==> src/rtl/clz_share_arb.sv <==
// rtl/clz_share_arb.sv - round-robin arbiter sharing one clz64 counter among N_REQ requesters
// Two-stage pipeline: S0 holds the granted word, S1 holds the tagged leading-zero result.

module clz64 (
   input  logic [63:0] a,
   output logic [5:0]  y
);
   // Leading zeros inside one byte; only meaningful when the byte is nonzero.
   function automatic logic [2:0] byte_lz(input logic [7:0] v);
      logic [2:0] r;
      r = '0;
      for (int i = 0; i < 8; i++) begin
         if (v[i]) r = 3'(7 - i);
      end
      return r;
   endfunction

   logic [7:0]      nz;
   logic [7:0][2:0] lz;
   logic            found;

   for (genvar g = 0; g < 8; g++) begin : g_byte
      assign nz[g] = |a[8*g +: 8];
      assign lz[g] = byte_lz(a[8*g +: 8]);
   end

   // Most significant nonzero byte selects the upper three bits; all-zero input yields 0.
   always_comb begin
      y     = '0;
      found = 1'b0;
      for (int b = 7; b >= 0; b--) begin
         if (!found && nz[b]) begin
            found = 1'b1;
            y     = {3'(7 - b), lz[b]};
         end
      end
   end
endmodule

module clz_share_arb #(
   parameter int N_REQ = 4,
   parameter int ID_W  = $clog2(N_REQ)
) (
   input  logic                  clk,
   input  logic                  rst,
   input  logic [N_REQ-1:0]      req_valid,
   input  logic [64*N_REQ-1:0]   req_data,
   output logic [N_REQ-1:0]      req_ready,
   output logic                  out_valid,
   input  logic                  out_ready,
   output logic [ID_W-1:0]       out_id,
   output logic [6:0]            out_clz,
   output logic                  out_zero,
   output logic [15:0]           res_count
);
   localparam logic [ID_W:0] N_REQ_W = (ID_W + 1)'(N_REQ);

   logic [ID_W-1:0]  last;
   logic [N_REQ-1:0] grant;
   logic [ID_W-1:0]  grant_id;
   logic             found;
   logic [ID_W:0]    sum;
   logic [ID_W-1:0]  idx;
   logic [63:0]      sel_data;
   logic             xfer;

   logic             s0_valid;
   logic [ID_W-1:0]  s0_id;
   logic [63:0]      s0_data;
   logic             s1_valid;
   logic [ID_W-1:0]  s1_id;
   logic [6:0]       s1_clz;
   logic             s1_zero;
   logic             s0_en;
   logic             s1_en;
   logic [5:0]       clz_y;

   assign s1_en = !s1_valid | out_ready;
   assign s0_en = !s0_valid | s1_en;

   // Search last+1, last+2, ... wrapping at N_REQ; sum never exceeds 2*N_REQ-1.
   always_comb begin
      grant    = '0;
      grant_id = '0;
      found    = 1'b0;
      sum      = '0;
      idx      = '0;
      for (int k = 1; k <= N_REQ; k++) begin
         sum = {1'b0, last} + (ID_W + 1)'(k);
         if (sum >= N_REQ_W) sum = sum - N_REQ_W;
         idx = sum[ID_W-1:0];
         if (!found && req_valid[idx]) begin
            found       = 1'b1;
            grant[idx]  = 1'b1;
            grant_id    = idx;
         end
      end
   end

   always_comb begin
      sel_data = '0;
      for (int i = 0; i < N_REQ; i++) begin
         if (grant[i]) sel_data = req_data[64*i +: 64];
      end
   end

   assign req_ready = rst ? '0 : (grant & {N_REQ{s0_en}});
   assign xfer      = found & s0_en & !rst;

   clz64 u_clz (
      .a (s0_data),
      .y (clz_y)
   );

   always_ff @(posedge clk or posedge rst) begin
      if (rst) begin
         last     <= ID_W'(N_REQ - 1);
         s0_valid <= 1'b0;
         s0_id    <= '0;
         s0_data  <= '0;
      end else if (s0_en) begin
         s0_valid <= xfer;
         if (xfer) begin
            last    <= grant_id;
            s0_id   <= grant_id;
            s0_data <= sel_data;
         end
      end
   end

   always_ff @(posedge clk or posedge rst) begin
      if (rst) begin
         s1_valid <= 1'b0;
         s1_id    <= '0;
         s1_clz   <= '0;
         s1_zero  <= 1'b0;
      end else if (s1_en) begin
         s1_valid <= s0_valid;
         if (s0_valid) begin
            s1_id <= s0_id;
            // clz64 reports 0 for an all-zero word, so that case is patched here.
            if (s0_data == 64'd0) begin
               s1_clz  <= 7'd64;
               s1_zero <= 1'b1;
            end else begin
               s1_clz  <= {1'b0, clz_y};
               s1_zero <= 1'b0;
            end
         end
      end
   end

   always_ff @(posedge clk or posedge rst) begin
      if (rst) begin
         res_count <= '0;
      end else if (s1_valid && out_ready) begin
         res_count <= res_count + 16'd1;
      end
   end

   assign out_valid = s1_valid;
   assign out_id    = s1_id;
   assign out_clz   = s1_clz;
   assign out_zero  = s1_zero;
endmodule

==> config.mk <==
export PLATFORM = sky130hd
export DESIGN_NAME = clz_share_arb
export DESIGN_NICKNAME = d
export VERILOG_FILES = /design/src/rtl/clz_share_arb.sv
export SDC_FILE = /design/constraint.sdc
export NUM_CORES = 1
export LEC_CHECK = 0
export CORE_MARGIN = 4
export CORE_UTILIZATION = 45
export CTS_CLUSTER_DIAMETER = 150
export DETAILED_ROUTE_END_ITERATION = 16
export PLACE_DENSITY = 0.94
export SLEW_MARGIN = 15
export SYNTH_ARGS = -nofsm -noshare
export SYNTH_HDL_FRONTEND = slang
export SYNTH_HIERARCHICAL = 1
export SYNTH_SLANG_ARGS = --single-unit
==> constraint.sdc <==
create_clock -name clk -period 7.01 [get_ports clk]
set_input_delay 2.103 -clock clk [delete_from_list [all_inputs] [get_ports clk]]
set_output_delay 2.103 -clock clk [all_outputs]
set_load 0.05 [all_outputs]
==> impl_metrics.yaml <==
synthesis:
  async_flop_share_pct: 100
  syn_area_um2: 7640
  synthTopCellsByArea: "dfrtp_1 30%, a221oi_2 12%, a2bb2oi_1 7.2%"
  ys_seq_elements: 95
  syn_nets: 1124
  yosys.area.top_type: "dfrtp_1"
  synth_cell_type_count: 55
  yosysSeqAreaShare_pct: 31.1
  synthMostInstantiatedCell: "dfrtp_1"
  synth_edf_count: 0
  synth.avg_cell_area_um2: 8.97
  ys.flop_type: "dfrtp_1"
  ys_warn_count: 6
  synth_top_area_share_pct: 30.4
  ys_top_cells_by_count: "93 x dfrtp_1, 89 x inv_1, 70 x nand2b_1, 68 x nand3_1, 65 x o22ai_1"
  netlist_instances: 852
route:
  dr.pass1.iters: 5
  vias_per_cell: 6.00
  via_count: 7934
  wirelength_um: 26200
  drt-initial-drc-count: 564
  wl_per_cell_um: 19.8
  antenna_left: 0
  drc: 0
sta:
  setup_slack_ns: 0.290
  fin_skew_ns: 0.0111
  max-slew-margin-rel_pct: 26.5
  drv_slew: 0
  timing.hold.ws_ns: 0.491
  hold_viol: 0
  tightest_slew_ns: 1.10
  finalCritPeriodShare_pct: 95.9
  tns_ns: 0
  rsz0062_at_grt: "false"
  timing.fmax_mhz: 149
  setup_viol: 0
  fin_crit_ns: 6.72
worst_setup_path:
  critPathLaunch: "req_valid[2]"
  rr_worst_depth: 10
  rrSetupSlack_ns: 2.74
  start_kind: "input pin"
  worstPathRequired_ns: 4.91
  arrival_ns: 4.62
  worstPathMaxFanout: 13
  r2r_end: "s0_data[63]"
  critPathKind: "in2out"
  end_kind: "primary output"
  r2r-start: "last[0]"
final_layout:
  utilization_pct: 65.7
  final_nets: 1369
  fin_area_um2: 10900
  drive_gt1_share_pct: 11.8
  antennaDiodeCount: 0
  area_delta_synth_final_pct: 43.1
  fin_cells: 1322
min_path:
  hold_end: "s0_id[0]"
  holdPathStages: 2
  hold_path.class: "reg2reg"
  hp-start: "s0_id[0]"
placed_design:
  io_buffers: 293
  postPlaceCellArea_um2: 10700
  pre_cts_ws_ns: 0.359
  routabilityCongestion: 0.924
  dp_hpwl_um: 19600
  dp.cells: 1306
floorplan:
  fp.dieH_um: 138
  dieArea_um2: 19100
  row_count: 47
  coreArea_um2: 16600
  die_x_um: 138
  initial_core_util_pct: 45.9
  ios: 294
flow_run:
  drv_cap: 0
clock_network:
  cts_resized: 0
  cts_tree: "done"
  numCtsBuffers: 9
  holdBufCountCts: 0
  post_cts_buffers: 0
  clk_pin_slew_ns: 0.07
  cts-root-buf: "clkbuf_16"
  clk_path_buf_depth: 2
  htree_levels: 3
  clk_latency_ns: 0.35
  cts.sink_count: 95
global_routing:
  antenna_found_initial: 0
  grt_pass1_wl_um: 41400
  grt_max_degree: 70
  grtUsageTotal_pct: 26.4
  grt_pass1_vias: 7794
  gr-total-overflow: 0
run_status:
  status: "completed"
pwr:
  leakagePower_nw: 4.35
  ir_worst_vdd_v: 0.00102
  total_power_mw: 5.17
  p_per_area_nw_per_um2: 472
## worst max path at each step
stage,endpoint,cells past startpoint
floorplan,req_ready[1],6
global placement,req_ready[3],7
detailed placement,req_ready[1],6
CTS,req_ready[1],6
global route,req_ready[3],7
finish,req_ready[3],7
## per-layer routing
layer	track usage (%)	routed length (um)	up-vias
met1	33.2	10700	3790
met2	44.3	12900	355
met3	5.63	1750	64
li1	-	-	3725
met4	10.5	851	0
met5	0	0	-
## cells in the final DEF, fill, tap and decap left out, types with 7 or more instances in the layout
cell             instances
a21oi_1                 28
a221oi_2                60
a22o_1                   8
a2bb2oi_1               63
buf_4                   10
clkbuf_16                9
clkdlybuf4s50_1        289
dfrtp_1                 93
ha_1                     9
inv_1                   88
nand2_1                 25
nand2b_1                70
nand3_1                 68
nand4_1                 11
nor2_1                  35
nor3_1                  14
nor4_1                  22
nor4_2                   8
o21ai_0                  7
o22ai_1                 65
o31ai_1                  7
xnor2_1                 13
## report_power, final
part / internal (mW) / switching (mW)
Clock: 0.249 / 0.235
Combinational: 1.52 / 1.94
Sequential: 0.810 / 0.418
Total: 2.58 / 2.59
## layout make-up
cell class | count | area (um2)
clock buffers | 9 | 225
clock inverters | 7 | 60.1
fillers | 1306 | 5710
inverters | 89 | 338
multi-input cells | 598 | 4590
flip-flops and latches | 95 | 2380
well taps | 220 | 275
repair buffers | 304 | 3070
## cells by family (layout without fill, tap and decap cells)
kind of cell,after synthesis,in the layout,synth area share [%]
buffers and inverters,159,409,9.13
adder cells (fa/ha/maj),9,9,1.47
XOR/XNOR,17,17,1.95
multiplexers,14,14,2.57
AND/OR/NAND/NOR,282,282,21.6
AO/OA/AOI/OAI,276,276,32.1
flip-flops,95,95,31.1
## critical path, cell delays in order
cell             delay, ns
clkdlybuf4s50_1       0.52
mux4_2                0.66
nor4b_2               0.60
nand2_1               0.16
o21a_2                0.15
nor2_1                0.24
buf_12                0.18
## state kept, by name, indices dropped and copies added (netlist names)
| name | cells |
|---|---|
| s0_data | 64 |
| out_id | 2 |
| last | 2 |
| s0_id | 2 |
| out_clz | 7 |
| out_valid | 1 |
| res_count | 16 |
| s0_valid | 1 |
Power figures use the tool's default switching activity.
